==> config.mk <==
export PLATFORM = sky130hd
export DESIGN_NAME = sar_controller
export DESIGN_NICKNAME = d
export VERILOG_FILES = /design/src/rtl/sar_controller.sv
export SDC_FILE = /design/constraint.sdc
export NUM_CORES = 1
export LEC_CHECK = 0
export BUFFER_PORTS_ARGS = -buffer_cell sky130_fd_sc_hd__buf_2
export CORE_MARGIN = 1
export CORE_UTILIZATION = 44
export DETAILED_ROUTE_END_ITERATION = 7
export PLACE_DENSITY = 0.72
export SLEW_MARGIN = 20
export SYNTH_ARGS = -nofsm -noshare
export SYNTH_HDL_FRONTEND = slang
export SYNTH_SLANG_ARGS = --single-unit
==> constraint.sdc <==
create_clock -name clk -period 1.4 [get_ports clk]
set_clock_uncertainty 0.15 [all_clocks]
set_input_delay 0.07 -clock clk [delete_from_list [all_inputs] [get_ports clk]]
set_output_delay 0.07 -clock clk [all_outputs]
set_load 0.02 [all_outputs]
==> src/rtl/sar_controller.sv <==
// ============================================================================
// Module      : sar_controller
// Description : Successive-approximation control FSM that drives an external
//               comparator one trial bit per cycle. Optional early termination
//               on an exact match is enabled with the SAR_EARLY_EXIT_EN macro.
// Revision    : 1.0 - initial release
// ============================================================================
`default_nettype none

module sar_controller #(
    parameter int N = 4
) (
    input  logic         clk,
    input  logic         rst_n,
    input  logic         start,
    input  logic         cmp_eq,
    input  logic         cmp_gt,
    output logic [N-1:0] trial,
    output logic [N-1:0] result,
    output logic         busy,
    output logic         done
);

    localparam int              c_IW  = (N > 1) ? $clog2(N) : 1;
    localparam logic [N-1:0]    c_ONE = {{(N-1){1'b0}}, 1'b1};
    localparam logic [N-1:0]    c_MSB = c_ONE << (N - 1);
    localparam logic [c_IW-1:0] c_TOP = c_IW'(N - 1);

    typedef enum logic [1:0] {
        S_IDLE = 2'd0,
        S_TEST = 2'd1,
        S_DONE = 2'd2
    } state_t;

    state_t          r_state;
    logic [N-1:0]    r_trial;
    logic [N-1:0]    r_result;
    logic [c_IW-1:0] r_idx;
    logic            r_busy;
    logic            r_done;

    state_t          w_state_nxt;
    logic [N-1:0]    w_trial_nxt;
    logic [N-1:0]    w_result_nxt;
    logic [c_IW-1:0] w_idx_nxt;
    logic            w_busy_nxt;
    logic            w_done_nxt;

    logic [N-1:0]    w_mask;
    logic            w_keep;
    logic [N-1:0]    w_decided;
    logic            w_early;
    logic            w_last;

    // Decision datapath for the bit currently under test; equality wins over
    // greater-than, but both keep the bit so the priority only matters for
    // the early-exit path.
    assign w_mask    = c_ONE << r_idx;
    assign w_keep    = cmp_eq | cmp_gt;
    assign w_decided = w_keep ? r_trial : (r_trial & ~w_mask);
    assign w_last    = (r_idx == '0);

`ifdef SAR_EARLY_EXIT_EN
    assign w_early = cmp_eq;
`else
    assign w_early = 1'b0;
`endif

    always_ff @(posedge clk) begin
        if (!rst_n) begin
            r_state  <= S_IDLE;
            r_trial  <= '0;
            r_result <= '0;
            r_idx    <= c_TOP;
            r_busy   <= 1'b0;
            r_done   <= 1'b0;
        end else begin
            r_state  <= w_state_nxt;
            r_trial  <= w_trial_nxt;
            r_result <= w_result_nxt;
            r_idx    <= w_idx_nxt;
            r_busy   <= w_busy_nxt;
            r_done   <= w_done_nxt;
        end
    end

    always_comb begin
        w_state_nxt  = r_state;
        w_trial_nxt  = r_trial;
        w_result_nxt = r_result;
        w_idx_nxt    = r_idx;
        w_busy_nxt   = r_busy;
        w_done_nxt   = 1'b0;

        case (r_state)
            S_IDLE: begin
                w_trial_nxt = '0;
                w_busy_nxt  = 1'b0;
                if (start) begin
                    w_state_nxt = S_TEST;
                    w_trial_nxt = c_MSB;
                    w_idx_nxt   = c_TOP;
                    w_busy_nxt  = 1'b1;
                end
            end

            S_TEST: begin
                if (w_last || w_early) begin
                    w_state_nxt  = S_DONE;
                    w_result_nxt = w_decided;
                    w_trial_nxt  = '0;
                    w_idx_nxt    = c_TOP;
                    w_busy_nxt   = 1'b0;
                    w_done_nxt   = 1'b1;
                end else begin
                    // Lower bits are still zero, so OR-ing in the next trial
                    // bit leaves them untouched.
                    w_trial_nxt = w_decided | (w_mask >> 1);
                    w_idx_nxt   = r_idx - 1'b1;
                end
            end

            S_DONE: begin
                w_state_nxt = S_IDLE;
                w_trial_nxt = '0;
                w_busy_nxt  = 1'b0;
            end

            default: begin
                w_state_nxt = S_IDLE;
                w_trial_nxt = '0;
                w_idx_nxt   = c_TOP;
                w_busy_nxt  = 1'b0;
            end
        endcase
    end

    assign trial  = r_trial;
    assign result = r_result;
    assign busy   = r_busy;
    assign done   = r_done;

endmodule

`default_nettype wire

==> impl_metrics.toml <==
[status]
status = "finished clean"

[setup_path]
required_ns = 1.42
crit_path_start = "r_idx[0]"
worstPathMaxFanout = 3
worstSetupEndpointType = "register"
arrival_ns = 1.38
startpoint_type = "register"
r2r-start = "r_idx[0]"
path_class = "register to register"

[final_layout]
nNetsFinal = 98
areaGrowthSynthToFinish_pct = 36.7
antennaDiodeCount = 0
final_layout_size_suffix_gt1_share_pct = 43.2
final_cell_mix = "14 x buf_2, 12 x dfxtp_1, 5 x inv_1, 5 x nand2_1, 5 x buf_4"
final_common_cell = "buf_2"
fin_util_pct = 64.4
instances_no_fill = 103

[placement]
dpl.hpwl_um = 869
io_buffer_count = 14
gp_congestion = 0.755
dp.cells = 96

[yosys]
yosys.area_share.simple_pct = 18.4
yosys_warnings = 0
synthXorXnorAreaFrac_pct = 0
synth-compound-area-share_pct = 18.2
synth_top_family_by_area = "simple AND/OR/NAND/NOR gates"
synthesis.area_um2 = 613
synth_nets = 73
muxShareOfSynthArea_pct = 1.63
syn_area_per_cell_um2 = 9.58
ys_seq_area_share_pct = 45.7
netlist_instances = 64
synth.distinct_cells = 27
ys_ff_latch = 14
synth_adder_area_share_pct = 8.16

[clock_tree]
cts_tree = "yes"
cts_buffer_depth = 2
clock_sinks = 14
clk_latency_ns = 0.27
cts-root-buf = "clkbuf_4"
cts.htree.levels = 1
clk_pin_slew_ns = 0.08
cts_made_buffers = 3

[power]
p_sw_share_pct = 23.9
total_power_mw = 0.808
powerDensity_nw_per_um2 = 964
clkPwrFrac_pct = 35.2
vdd_ir_drop_max_mv = 0.430
p_seq_share_pct = 52.1
p_int_mw = 0.615
comb_power_share_pct = 12.7
switchingPower_mw = 0.193
p_leak_nw = 0.403

[global_routing]
grt_max_degree = 11
grt_pass1_vias = 394
overflow = 0
grt_pass1_wl_um = 1680
antenna_found_initial = 0
grt_usage_pct = 16.9

[drt]
drc = 0
dr.pass1.iters = 4
viasPerCell = 5.03
drt_iter0_drc = 4
drtAntennaViolNets = 0
routed_wirelength_um = 1270
wl_per_cell_um = 12.3
num_vias = 518

[die]
initial_core_util_pct = 47.1
die_x_um = 39.3
rows = 13
die_area_um2 = 1550
core_area_um2 = 1300
io_pins = 15
fp.dieH_um = 39.3

[sta]
fin_crit_ns = 1.36
period_share_pct = 97.4
finalMaxSlewViolations = 0
fin_hold_ws_ns = 0.0394
slew_headroom_pct = 80.2
fin_tns_setup_ns = 0
worst_pin_slew_ns = 0.295
setup_violations = 0
fmax_mhz = 733
hold_violations = 0

[min_path]
hp-start = "cmp_eq"
hold_path.class = "primary input to register"

[flow_run]
max-cap-violations = 0
## critical path, stage by stage, from the launching register on
cell and delay [ns]:
dfxtp_2 0.36, buf_6 0.11, ha_4 0.11, or3b_4 0.37, nand4_1 0.09, o21ai_1 0.06
## cells by family (layout without fill, tap and decap cells)
kind of cell,Yosys count,after routing
simple gates,19,19
compound gates,16,16
flops,14,14
buf+inv,10,34
fa+ha+maj,4,4
mux,1,1
## synth_stat cells
library cell	n	share of area, %
and2b_1	1	1.2
nand2b_1	2	2.0
and2_1	1	1.0
or3b_1	1	1.4
ha_1	4	8.2
buf_4	1	1.2
nor2_1	2	1.2
inv_1	7	4.3
nand2_1	5	3.1
nor2b_1	2	2.0
nand2_4	1	1.8
and3b_1	1	1.4
a211oi_1	3	3.7
dfxtp_1	14	46
o22ai_1	2	2.0
o211ai_1	1	1.2
nand3_1	1	0.82
inv_2	1	0.61
a21oi_1	3	2.4
buf_6	1	1.8
o21ai_1	3	2.4
nand4_1	1	1.0
o31ai_1	2	2.4
o211ai_2	1	2.0
a21boi_2	1	1.8
nor3b_1	1	1.2
mux2i_1	1	1.6
## path summary, 6_finish.rpt
kind / end / depth (start not counted) / slack [ns]
worst max-delay path: result[1] / 5 / 0.04
worst min-delay path: result[0] / 3 / 0.04
worst max register to register: result[1] / 5 / 0.04
worst min register to register: result[1] / 2 / 0.30
## area by class of cell
cell class                 count  area [um^2]
fill                         116          463
multi-input combinational     40          332
sequential                    14          283
timing repair buffer          22          139
clock buffer                   4         36.3
inverter                       8         30.0
tap                           15         18.8
## power by group through the flow
stage | registers, mW | logic (mW) | clock network, mW
5_1_grt | 0.423 | 0.112 | 0.316
3_3_place_gp | 0.428 | 0.0821 | 0
2_1_floorplan | 0.437 | 0.0398 | 0
4_1_cts | 0.420 | 0.0924 | 0.295
6_report | 0.421 | 0.103 | 0.284
3_5_place_dp | 0.429 | 0.0835 | 0
## registers in the layout, indices dropped and copies added (netlist names)
name	flops
busy	1
done	1
r_idx	2
r_state	2
result	4
trial	4
## routing by layer
layer  track usage, %  share of wire (%)  up-vias
li1                 -                  -      270
met1             21.4                 48      235
met2             25.8                 47       11
met3             3.41                3.8        2
met4             10.3               0.79        0
met5                0                  0        -
## metrics by stage
stage          instance area (um^2)  setup WS [ns]
4_1_cts                         797         0.0189
2_1_floorplan                   618         0.0154
6_report                        838         0.0358
3_5_place_dp                    726        -0.0576
5_1_grt                         838        -0.0123
3_3_place_gp                    726        -0.0197
## repair_timing
item	in CTS	in global routing
hold endpoints to repair	6	0
resized for setup	3	8
setup endpoints to repair	5	8
hold buffers	2	0
buffers inserted	0	1
pin swaps	0	4
(Power assumes the default switching activity.)
